===== config.mk =====
export PLATFORM = sky130hd
export DESIGN_NAME = zone_upload_ctrl
export DESIGN_NICKNAME = d
export VERILOG_FILES = /design/src/rtl/miniled_pkg.sv /design/src/rtl/zone_upload_ctrl_period_timer.sv /design/src/rtl/zone_upload_ctrl.sv
export SDC_FILE = /design/constraint.sdc
export NUM_CORES = 1
export LEC_CHECK = 0
export CAP_MARGIN = 20
export CORE_ASPECT_RATIO = 2
export CORE_MARGIN = 4
export CORE_UTILIZATION = 30
export CTS_CLUSTER_SIZE = 10
export DETAILED_ROUTE_END_ITERATION = 10
export HOLD_SLACK_MARGIN = 0.03
export SLEW_MARGIN = 10
export SYNTH_ARGS = -nofsm -noshare
export SYNTH_HDL_FRONTEND = slang
export SYNTH_HIERARCHICAL = 1
export SYNTH_SLANG_ARGS = --single-unit

===== constraint.sdc =====
create_clock -name clk -period 3.5 [get_ports clk]
set_input_delay 0.35 -clock clk [delete_from_list [all_inputs] [get_ports clk]]
set_output_delay 0.35 -clock clk [all_outputs]
set_load 0.05 [all_outputs]

===== src/rtl/miniled_pkg.sv =====
// Shared mini-LED backlight constants and types.
// Used by the zone calculator, upload control and driver interface.
package miniled_pkg;

  localparam int ZONES        = 360;
  localparam int AW           = 10;
  localparam int DW           = 16;
  localparam int CFG_WAIT_DEF = 2500;
  localparam int PERIOD_DEF   = 420000;
  localparam int FLAG_LEN_DEF = 29;

  typedef enum logic [1:0] {
    ST_CFG,
    ST_IDLE,
    ST_FLAG,
    ST_XFER
  } upl_state_e;

  // Counter width for a 0..n-1 range, at least one bit.
  function automatic int cnt_w(input int n);
    return (n > 1) ? $clog2(n) : 1;
  endfunction

endpackage


===== src/rtl/zone_upload_ctrl_period_timer.sv =====
// Enable-gated wrap counter with a terminal-count tick.
// Used for both the config wait and the refresh period.
module period_timer
  import miniled_pkg::*;
#(
  parameter int N = 16
) (
  input  logic clk,
  input  logic rst,
  input  logic clr_i,
  input  logic en_i,
  output logic tick_o
);

  localparam int W = cnt_w(N);

  logic [W-1:0] cnt_q;
  logic [W-1:0] cnt_d;

  assign tick_o = (cnt_q == W'(N - 1));

  // Next count: clear wins, then wrap at N-1.
  always_comb begin
    cnt_d = cnt_q;
    if (clr_i) begin
      cnt_d = '0;
    end else if (en_i) begin
      cnt_d = tick_o ? '0 : cnt_q + W'(1);
    end
  end

  // Count register.
  always_ff @(posedge clk) begin
    if (rst) cnt_q <= '0;
    else     cnt_q <= cnt_d;
  end

endmodule


===== src/rtl/zone_upload_ctrl.sv =====
// Periodic upload of zone values to the mini-LED driver RAM.
// Config wait, refresh ticks, flag phase, then a streamed copy.
module zone_upload_ctrl
  import miniled_pkg::*;
#(
  parameter int ZONES    = miniled_pkg::ZONES,
  parameter int AW       = miniled_pkg::AW,
  parameter int DW       = miniled_pkg::DW,
  parameter int CFG_WAIT = CFG_WAIT_DEF,
  parameter int PERIOD   = PERIOD_DEF,
  parameter int FLAG_LEN = FLAG_LEN_DEF
) (
  input  logic          clk,
  input  logic          rst,
  input  logic          frame_done,
  output logic          buf_rd_en,
  output logic [AW-1:0] buf_rd_addr,
  input  logic [DW-1:0] buf_rd_data,
  output logic          sdbpflag,
  output logic          wten,
  output logic [AW-1:0] wtaddr,
  output logic [DW-1:0] wtdina,
  output logic          busy,
  output logic          cfg_done,
  output logic [7:0]    drop_cnt,
  output logic          overrun
);

  localparam int FW = cnt_w(FLAG_LEN);

  upl_state_e    state_q, state_d;
  logic [FW-1:0] flag_cnt_q;
  logic [AW-1:0] rd_addr_q;
  logic          wten_q;
  logic [AW-1:0] wtaddr_q;
  logic [DW-1:0] wtdat_q;
  logic          cfg_done_q;
  logic          per_run_q;
  logic          pending_q, pending_d;
  logic [7:0]    drop_q;
  logic          overrun_q;

  logic in_cfg, in_flag, in_xfer;
  logic cfg_tick, per_tick, tick;
  logic flag_last, xfer_last, accept;

  assign in_cfg  = (state_q == ST_CFG);
  assign in_flag = (state_q == ST_FLAG);
  assign in_xfer = (state_q == ST_XFER);

  period_timer #(.N(CFG_WAIT)) u_cfg_tmr (
    .clk    (clk),
    .rst    (rst),
    .clr_i  (1'b0),
    .en_i   (in_cfg),
    .tick_o (cfg_tick)
  );

  // Runs one cycle behind cfg_done so the first tick is PERIOD later.
  period_timer #(.N(PERIOD)) u_per_tmr (
    .clk    (clk),
    .rst    (rst),
    .clr_i  (in_cfg & cfg_tick),
    .en_i   (per_run_q),
    .tick_o (per_tick)
  );

  assign tick      = per_tick & per_run_q;
  assign flag_last = (flag_cnt_q == FW'(FLAG_LEN - 1));
  assign xfer_last = (rd_addr_q == AW'(ZONES - 1));
  assign accept    = (state_q == ST_IDLE) & tick & pending_q;

  // State register.
  always_ff @(posedge clk) begin
    if (rst) state_q <= ST_CFG;
    else     state_q <= state_d;
  end

  // Next-state logic.
  always_comb begin
    state_d = state_q;
    unique case (state_q)
      ST_CFG:  if (cfg_tick)  state_d = ST_IDLE;
      ST_IDLE: if (accept)    state_d = ST_FLAG;
      ST_FLAG: if (flag_last) state_d = ST_XFER;
      ST_XFER: if (xfer_last) state_d = ST_IDLE;
      default: state_d = ST_CFG;
    endcase
  end

  // State-decoded outputs; write data bypasses the hold register.
  always_comb begin
    sdbpflag    = in_flag;
    buf_rd_en   = in_xfer;
    buf_rd_addr = rd_addr_q;
    busy        = in_flag | in_xfer | wten_q;
    wten        = wten_q;
    wtaddr      = wtaddr_q;
    wtdina      = wten_q ? buf_rd_data : wtdat_q;
    cfg_done    = cfg_done_q;
    drop_cnt    = drop_q;
    overrun     = overrun_q;
  end

  // A new frame re-arms pending even on the accepting tick.
  always_comb begin
    pending_d = pending_q;
    if (!in_cfg) begin
      if (frame_done)  pending_d = 1'b1;
      else if (accept) pending_d = 1'b0;
    end
  end

  // Counters, read pipeline and status flags.
  always_ff @(posedge clk) begin
    if (rst) begin
      flag_cnt_q <= '0;
      rd_addr_q  <= '0;
      wten_q     <= 1'b0;
      wtaddr_q   <= '0;
      wtdat_q    <= '0;
      cfg_done_q <= 1'b0;
      per_run_q  <= 1'b0;
      pending_q  <= 1'b0;
      drop_q     <= '0;
      overrun_q  <= 1'b0;
    end else begin
      flag_cnt_q <= in_flag ? flag_cnt_q + FW'(1) : '0;
      if (in_xfer && !xfer_last) rd_addr_q <= rd_addr_q + AW'(1);
      else                       rd_addr_q <= '0;
      wten_q <= in_xfer;
      if (in_xfer) wtaddr_q <= rd_addr_q;
      if (wten_q)  wtdat_q  <= buf_rd_data;
      if (in_cfg && cfg_tick) cfg_done_q <= 1'b1;
      per_run_q <= cfg_done_q;
      pending_q <= pending_d;
      if (frame_done && pending_q && !in_cfg && !in_xfer &&
          drop_q != 8'hFF)
        drop_q <= drop_q + 8'd1;
      if (tick && (in_flag || in_xfer)) overrun_q <= 1'b1;
    end
  end

endmodule


# Word level (Yosys, flattened, before mapping)
# Cells that the tools add are included.
# op_classes
n_bitwise,9
n_eq_ne,12
muxes,10
addsub,5
n_reduce_logical,18
# ops
operator,n
$add 19x1->19 const B,1
$eq 19x19->1 const B,1
$mux 19,1
$mux 16,1
$add 12x1->12 const B,1
$eq 12x12->1 const B,1
$mux 12,1
$add 10x1->10 const B,1
$eq 10x9->1 const B,1
$add 8x1->8 const B,1
$mux 2,4
$ne 8x8->1 const B,1
$pmux 2 s4,1
$logic_and 1x1->1,7
$ne 2x1->1 const B,3
$reduce_or 2->1,3
$add 5x1->5 const B,1
$eq 5x5->1 const B,1
$and 1x1->1,4
$eq 2x2->1 const B,2
$reduce_and 4->1,1
$logic_not 1->1,3
$not 1->1,3
$eq 2x1->1 const B,1
other kinds (7),9
# word_totals
out_inout_bits,50
input_bits,19
reg_bits,87
word_cells,67

# Longest topological paths before layout
# Gate-level depths: netlist of the first run.
# logic_depth
depth_word,6
ltp_mapped,8
depth_no_buf,8

# Modules after synthesis
# Netlist of the first run, hierarchy kept.
# modules_own_cells
mod,seq_area_each_um2,area_each_um2,instances,cells_per_inst
zone_upload_ctrl,1121.1,2323.5,1,235
period_timer (u_per_tmr),380.4,988.4,1,115
period_timer (u_cfg_tmr),240.2,630.6,1,64

# Worst setup path before layout of the first run
# No wires, ideal clock.
# synth_timing
kind,register -> register
from,reg u_per_tmr.cnt_q[10]
to,reg state_q[0]
t_arrival_ns,2.321
path_slack_ns,1.059
period_less_slack_ns,2.441
n_path_buf,0
t_required_ns,3.379
setup_time_ns,0.121
path_stages_with_launch,7
cell_sequence,dfxtp_1 or4b_2 nor4_1 nand3_1 a221o_1 a21oi_1 mux2_2
# synth_via
elab_chain_cells,6
# synth_rtl
element,line_no,source
"start, declared",zone_upload_ctrl_period_timer.sv:17,logic [W-1:0] cnt_q;
"start signal, assigned",zone_upload_ctrl_period_timer.sv:35,else cnt_q <= cnt_d;
$eq 19x19->1,zone_upload_ctrl_period_timer.sv:20,assign tick_o = (cnt_q == W'(N - 1));
via per_tick,zone_upload_ctrl.sv:44,"logic cfg_tick, per_tick, tick;"
$and 1x1->1,zone_upload_ctrl.sv:68,assign tick = per_tick & per_run_q;
$and 1x1->1 (2 in series),zone_upload_ctrl.sv:71,assign accept = (state_q == ST_IDLE) & tick & pending_q;
$ne 2x2->1 (no source line),-,
$reduce_and 4->1 (no source line),-,
"end signal, assigned",zone_upload_ctrl.sv:76,else state_q <= state_d;
"end, declared",zone_upload_ctrl.sv:31,"upl_state_e state_q, state_d;"
# The timed path passes the listed nets, and every way through them passes these cells.
# A chain may end at the register's enable or synchronous reset.

# Worst setup path after layout of the first run
# layout_timing
from,reg u_per_tmr.cnt_q[13]
to,reg state_q[0]
# Same word-level chain as after synthesis.

==> results by group, run 1 <==
Outcome
  – Status: finished clean

STA
  – Setup TNS Final: 0 ns
  – RSZ-0062 raised after global routing: no
  – Final hold violations: 0
  – Setup violators final: 0
  – Highest clock rate: about 370 MHz
  – Period utilization: 0.7749
  – Max-slew violations: 0
  – Worst rel slew slack: 0.4314
  – Worst-Margin Slew: roughly 0.85 ns
  – Setup Skew: 0.004808 ns
  – Fin crit period: ~2.7 ns

Final layout
  – Non-filler instance count after layout: 637
  – Design Area, Final: roughly 5000 sq um
  – Fin nets: between 500 and 600
  – Area grow syn2layout: 27.77%
  – Filler Cell Count: around 1300
  – # diodes: 0
  – Layout cells sized above 1: 0.1052
  – Final Util: 0.3899

Power and ir drop
  – Leak pwr: between 1.5 and 2 nW
  – Total net switching power: ~470 uW
  – Clock Power Share: 0.458
  – Max IR drop VDD: around 0.40 mV
  – Flop pwr share: 0.497
  – Pwr Total: 2.019 mW
  – Comb pwr share: 0.045
  – Internal power: between 1.5 and 2 mW
  – Switching Share: 0.2317
  – Power Density: between 400 and 500 nW/um^2

Global route
  – Largest net degree at the start of global routing: 49
  – GRT Overall Usage: 0.1297
  – Initial antenna violation count: 0
  – Grt ovf: 0
  – First-pass GRT wire length: about 16000 um
  – Vias in the first global route: ~3300

Yosys
  – Syn_area_per_cell: between 9 and 10 sq um
  – Synth area leaders: dfxtp_1 (44%), nor2_1 (5.0%), mux2_2 (4.9%), xor2_1 (4.4%), mux2i_1 (3.3%)
  – Synthesized flop and latch total: 87
  – Cell count after synthesis: around 410
  – Synth unique cells: 52
  – Ys async rst share: 0
  – Top FF cell, synth: dfxtp_1
  – Top cell type's share of synthesized area: 0.4418
  – Syn. warnings: 6
  – Synthesized area: approximately 3900 sq um
  – Seq/Total Area, Yosys: 0.4418
  – Synth area leader: dfxtp_1
  – Number of synthesized flops with an enable pin: 0
  – Synth Net Count: between 400 and 500

Critical path
  – Worst r2r path cells: 6
  – Crit start category: register
  – CP Depth: 6
  – Max Fanout on Critical Path: 7
  – Kind of critical path: register to register
  – CP top delay family: simple AND/OR/NAND/NOR gates
  – CP max-delay cell: or4b_2
  – CP required: roughly 3.7 ns
  – Worst R2R Start: u_per_tmr/cnt_q[13]
  – Worst reg2reg endpoint: state_q[0]
  – CP cell instances: or4b_2, nor4_1, nand3_1, a221o_1, a21oi_1, mux2_2
  – Setup crit end: state_q[0]
  – Crit path DAT: a little under 3 ns
  – Kind of end point of the critical path: register
  – R2R setup slack: a little under 0.8 ns
  – Crit path buf inv count: 0
  – Slowest stage delay, CP: 0.61 ns
  – Crit. Startpoint: u_per_tmr/cnt_q[13]

Drt
  – # DRC: 0
  – Routed vias/inst: around 5
  – Via count: between 3000 and 4000
  – Pre-antenna DRT Iters: 4
  – Post-DRT Antenna Nets: 0
  – WL/cell: 14.30 um
  – Starting DRC count in detailed routing: roughly 140
  – Drt total wl: around 9000 um

Placed design
  – Post-Place Cell Area: ~4700 sq um
  – PortBufs: 68
  – Placer Congestion: between 0.8 and 0.9
  – Post-DP HPWL: 6904 um
  – Post-Place Cells: ~620

CTS
  – Clk pin slew, worst setup/hold paths: 0.07 ns
  – Total CTS buffers: 9
  – Post-CTS Resized: 0
  – Worst-Skew Late Latency: between 0.3 and 0.4 ns
  – H-tree depth: 3
  – Post-CTS Repair Setup Buffers: 0
  – Sink Count: 87
  – CTS tree: yes
  – Post-CTS Hold Buffers: 0
  – Maximum clock path buffer count: 2
  – CTS root buffer: clkbuf_16

Die
  – Rows: between 50 and 60
  – Die X: between 80 and 90 um
  – Io pins: 69
  – CORE AREA: 12920 sq um
  – Die area: around 15000 sq um
  – Initial core utilization: 0.3052
  – Die Y: 170.1 um

Job
  – Number of max-cap violations: 0

Min path
  – Hold WC Path Type: register to register
==> stage by stage <==
stage / hold slack (ns) / worst slack (ns)
floorplan: 0.4268 / 1.059
global placement: 0.4415 / 0.8408
detailed placement: 0.4512 / 0.8070
CTS: 0.4608 / 0.7974
global route: 0.4807 / 0.6154
finish: 0.4486 / 0.7880
==> power by group through the flow <==
stage	clock network, mW	logic, mW	registers [mW]
6_report	0.925	0.0901	1.00
4_1_cts	0.958	0.0919	1.00
3_5_place_dp	0	0.0920	1.03
2_1_floorplan	0	0.0613	1.02
3_3_place_gp	0	0.0883	1.03
5_1_grt	0.997	0.101	1.00
==> worst min path at each step <==
| stage | startpoint | end | depth (start not counted) |
|---|---|---|---|
| finish | overrun | overrun | 2 |
| global route | overrun | overrun | 2 |
| CTS | overrun | overrun | 2 |
| detailed placement | overrun | overrun | 2 |
| global placement | overrun | overrun | 2 |
| floorplan | rst | u_per_tmr/cnt_q[10] | 1 |
==> cells by family after synthesis <==
family	count (synthesis)	synth area share
adder cells (fa/ha/maj)	10	0.03174
flip-flops	87	0.4418
multiplexers	30	0.08156
other	1	0.0009512
buffers and inverters	27	0.03110
AO/OA/AOI/OAI	42	0.07553
AND/OR/NAND/NOR	185	0.2663
XOR/XNOR	32	0.07109
==> registers in the layout (all words and copies together), names as in the netlist, 2 cells and up <==
name and count:
state_q 2, u_per_tmr/cnt_q 19, drop_cnt 8, wtaddr 10, u_cfg_tmr/cnt_q 12, wtdat_q 16, flag_cnt_q 5, buf_rd_addr 10
==> synthesized netlist by cell type (2+ instances only) <==
library cell / instances
and4_1: 2
nor3_1: 7
and3_1: 5
nand2_1: 20
buf_6: 2
mux2_2: 17
inv_1: 13
nor2_2: 3
or2_2: 2
nor4_1: 4
nand2b_1: 4
mux2i_1: 13
a211oi_1: 7
nand4b_1: 2
a21oi_1: 9
clkbuf_1: 6
or4_4: 2
o31ai_1: 7
o211ai_1: 3
buf_2: 4
ha_1: 10
nand4_1: 13
o21ai_0: 8
o2111ai_1: 2
nor2_1: 52
a21boi_0: 2
nor2b_1: 20
xor2_1: 20
dfxtp_1: 87
or4b_2: 2
or4_1: 9
or3_1: 7
nand3_1: 16
xnor2_1: 12
and2_1: 5
==> worst min-delay path, delay by kind of cell (launching register included) <==
kind / cells / cell delay [ns]
flops: 1 / 0.31
buf+inv: 1 / 0.05
compound gates: 1 / 0.05
==> cell usage in the layout, fill, tap and decap left out, types with 8 or more instances in the layout <==
master           count
a21oi_1              9
clkbuf_16            9
clkdlybuf4s50_1     67
dfxtp_1             87
ha_1                10
inv_1               13
mux2_2              17
mux2i_1             13
nand2_1             20
nand3_1             16
nand4_1             13
nor2_1              52
nor2b_1             20
o21ai_0              8
or4_1                9
xnor2_1             12
xor2_1              20
==> area by class of cell <==
cell class                      instances  area, sq um  area share
Multi-Input combinational cell        300         2078      0.4126
Sequential cell                        87         1742      0.3458
Timing Repair Buffer                   69        683.2      0.1356
Clock buffer                           10        239.0     0.04744
Tap cell                              152        190.2     0.03775
Clock inverter                          6        56.30     0.01118
Inverter                               13        48.80    0.009687
==> layer usage <==
metal | global-route usage | vias to the layer above | share of wire | wire, um
met4 | 0.05768 | 0 | 0.029 | 262
met3 | 0.02810 | 16 | 0.025 | 229
met2 | 0.2414 | 43 | 0.57 | 5233
li1 | - | 1594 | - | -
met1 | 0.1336 | 1505 | 0.37 | 3382
met5 | 0 | - | 0 | 0
Note: power is estimated with default switching activity, not from simulation.
==> inputs of run 2 (changes only) <==
==> constraint.sdc (replaced) <==
create_clock -name clk -period 2.8 [get_ports clk]
set_input_delay 0.28 -clock clk [delete_from_list [all_inputs] [get_ports clk]]
set_output_delay 0.28 -clock clk [all_outputs]
set_load 0.05 [all_outputs]
==> results by group, run 2 (same netlist as run 1, synthesis figures left out) <==
Critical path
  – Crit start category: register
  – Worst R2R Start: u_per_tmr/cnt_q[13]
  – CP cell instances: or4b_2, nor4_1, buf_4, nand3_1, a221o_1, a21oi_1, mux2_2
  – Crit path buf inv count: 1
  – CP required: between 3 and 4 ns
  – CP top delay family: simple AND/OR/NAND/NOR gates
  – Kind of end point of the critical path: register
  – R2R setup slack: ~0.17 ns
  – Max Fanout on Critical Path: 7
  – Crit path DAT: 2.85 ns
  – Kind of critical path: register to register
  – CP max-delay cell: or4b_2
  – Slowest stage delay, CP: roughly 0.60 ns
  – Crit. Startpoint: u_per_tmr/cnt_q[13]

Final layout
  – Area grow syn2layout: 28.69%
  – Most frequent cells in the layout: dfxtp_1 (87), clkdlybuf4s50_1 (67), nor2_1 (52)
  – # diodes: 0
  – Commonest non-fill, non-tap cell in the layout: dfxtp_1
  – Filler Cell Count: between 1000 and 1500
  – Top reg by flops: u_per_tmr/cnt_q
  – Biggest regs: u_per_tmr/cnt_q: 19 flops, wtdat_q: 16 flops, u_cfg_tmr/cnt_q: 12 flops
  – Layout cells sized above 1: 0.1084
  – Largest register FFs: 19
  – Fin nets: 513
  – Final Util: 0.3927

CTS
  – CTS root buffer: clkbuf_16
  – Post-CTS Hold Buffers: 0
  – Post-CTS Resized: 0
  – Sink Count: between 80 and 90
  – CTS tree: yes
  – Clk pin slew, worst setup/hold paths: around 0.060 ns
  – Worst-Skew Late Latency: around 0.33 ns
  – Post-CTS Repair Setup Buffers: 0
  – Total CTS buffers: 9
  – Maximum clock path buffer count: 2
  – H-tree depth: 3

STA
  – Fin crit period: roughly 2.6 ns
  – Highest clock rate: 379.8 MHz
  – Worst-Margin Slew: between 0.7 and 0.8 ns
  – Max-slew violations: 0
  – Final hold violations: 0
  – Period utilization: 0.9404
  – Worst rel slew slack: 0.5198
  – Setup violators final: 0
  – RSZ-0062 raised after global routing: no
  – Setup TNS Final: 0 ns
  – Setup Skew: 0.006696 ns

Drt
  – Drt total wl: between 9000 and 10000 um
  – Routed vias/inst: 4.977
  – Via count: roughly 3200
  – Pre-antenna DRT Iters: 4
  – WL/cell: between 10 and 15 um
  – Post-DRT Antenna Nets: 0
  – Starting DRC count in detailed routing: 166
  – # DRC: 0

Power and ir drop
  – Max IR drop VDD: between 0.3 and 0.4 mV
  – Clock Power Share: 0.467
  – Total net switching power: around 550 uW
  – Flop pwr share: 0.489
  – Comb pwr share: 0.045
  – Power Density: between 500 and 600 nW/um^2
  – Leak pwr: ~1.7 nW
  – Switching Share: 0.2127
  – Internal power: around 2 mW

Placed design
  – Post-DP HPWL: roughly 6900 um
  – Placer Congestion: just over 0.8
  – PortBufs: 68

Global route
  – Vias in the first global route: roughly 3300
  – Grt ovf: 0
  – First-pass GRT wire length: between 15000 and 20000 um
  – Largest net degree at the start of global routing: 31
  – Initial antenna violation count: 0
  – GRT Overall Usage: 0.1297

Min path
  – HP Start: rst
  – Hold WC Path Type: input port to register

Die
  – Die area: approximately 15000 sq um
  – Rows: 59
  – Initial core utilization: 0.3052
  – Die Y: 170.1 um
  – CORE AREA: about 13000 sq um
  – Io pins: 69
  – Die X: 89.06 um

Outcome
  – Status: finished clean

Job
  – Number of max-cap violations: 0
-- run 2: changes by cell type in the layout (fill, tap and decap cells not counted) --
cell	delta
clkinvlp_4	-2
inv_6	-1
clkinv_8	-1
clkbuf_1	+2
clkinv_4	+1
bufinv_16	+1
buf_4	+4
-- run 2: final timing paths --
kind            endpoint  cells after the start
max           state_q[0]                      7
min          drop_cnt[1]                      2
max reg2reg   state_q[0]                      7
min reg2reg      overrun                      2
-- run 2: routing by layer --
metal / track usage / part of all wire
met1: 0.1346 / 0.38
met2: 0.2369 / 0.56
met3: 0.03052 / 0.027
met4: 0.06092 / 0.031
met5: 0 / 0
-- run 2: power groups by stage --
stage	sequential, mW	combinational (mW)	clock [mW]
5_1_grt	1.26	0.128	1.30
3_3_place_gp	1.28	0.114	0
2_1_floorplan	1.28	0.0766	0
6_report	1.26	0.115	1.20
4_1_cts	1.26	0.117	1.25
3_5_place_dp	1.28	0.117	0
-- run 2: worst register-to-register path, cell delays in order, from the launching register on --
cell	delay, ns
dfxtp_1	0.44
or4b_2	0.60
nor4_1	0.31
buf_4	0.18
nand3_1	0.07
a221o_1	0.36
a21oi_1	0.20
mux2_2	0.36
-- run 2: cell type report --
class	count	area (sq um)	share of cell area
Multi-Input combinational cell	300	2078	0.4096
Sequential cell	87	1742	0.3433
Timing Repair Buffer	73	713.2	0.1406
Clock buffer	12	246.5	0.04858
Tap cell	152	190.2	0.03748
Clock inverter	4	55.05	0.01085
Inverter	13	48.80	0.009618
-- run 2: through the flow --
stage	worst slack [ns]	std cells	hold WS [ns]	cell area (sq um)	power (mW)
floorplan	0.3587	414	0.3568	3943	1.357
global placement	0.2197	625	0.4437	4772	1.396
detailed placement	0.1953	625	0.4502	4772	1.400
CTS	0.1415	641	0.4150	5074	2.618
global route	0.005898	641	0.4593	5074	2.683
finish	0.1668	641	0.4108	5074	2.570
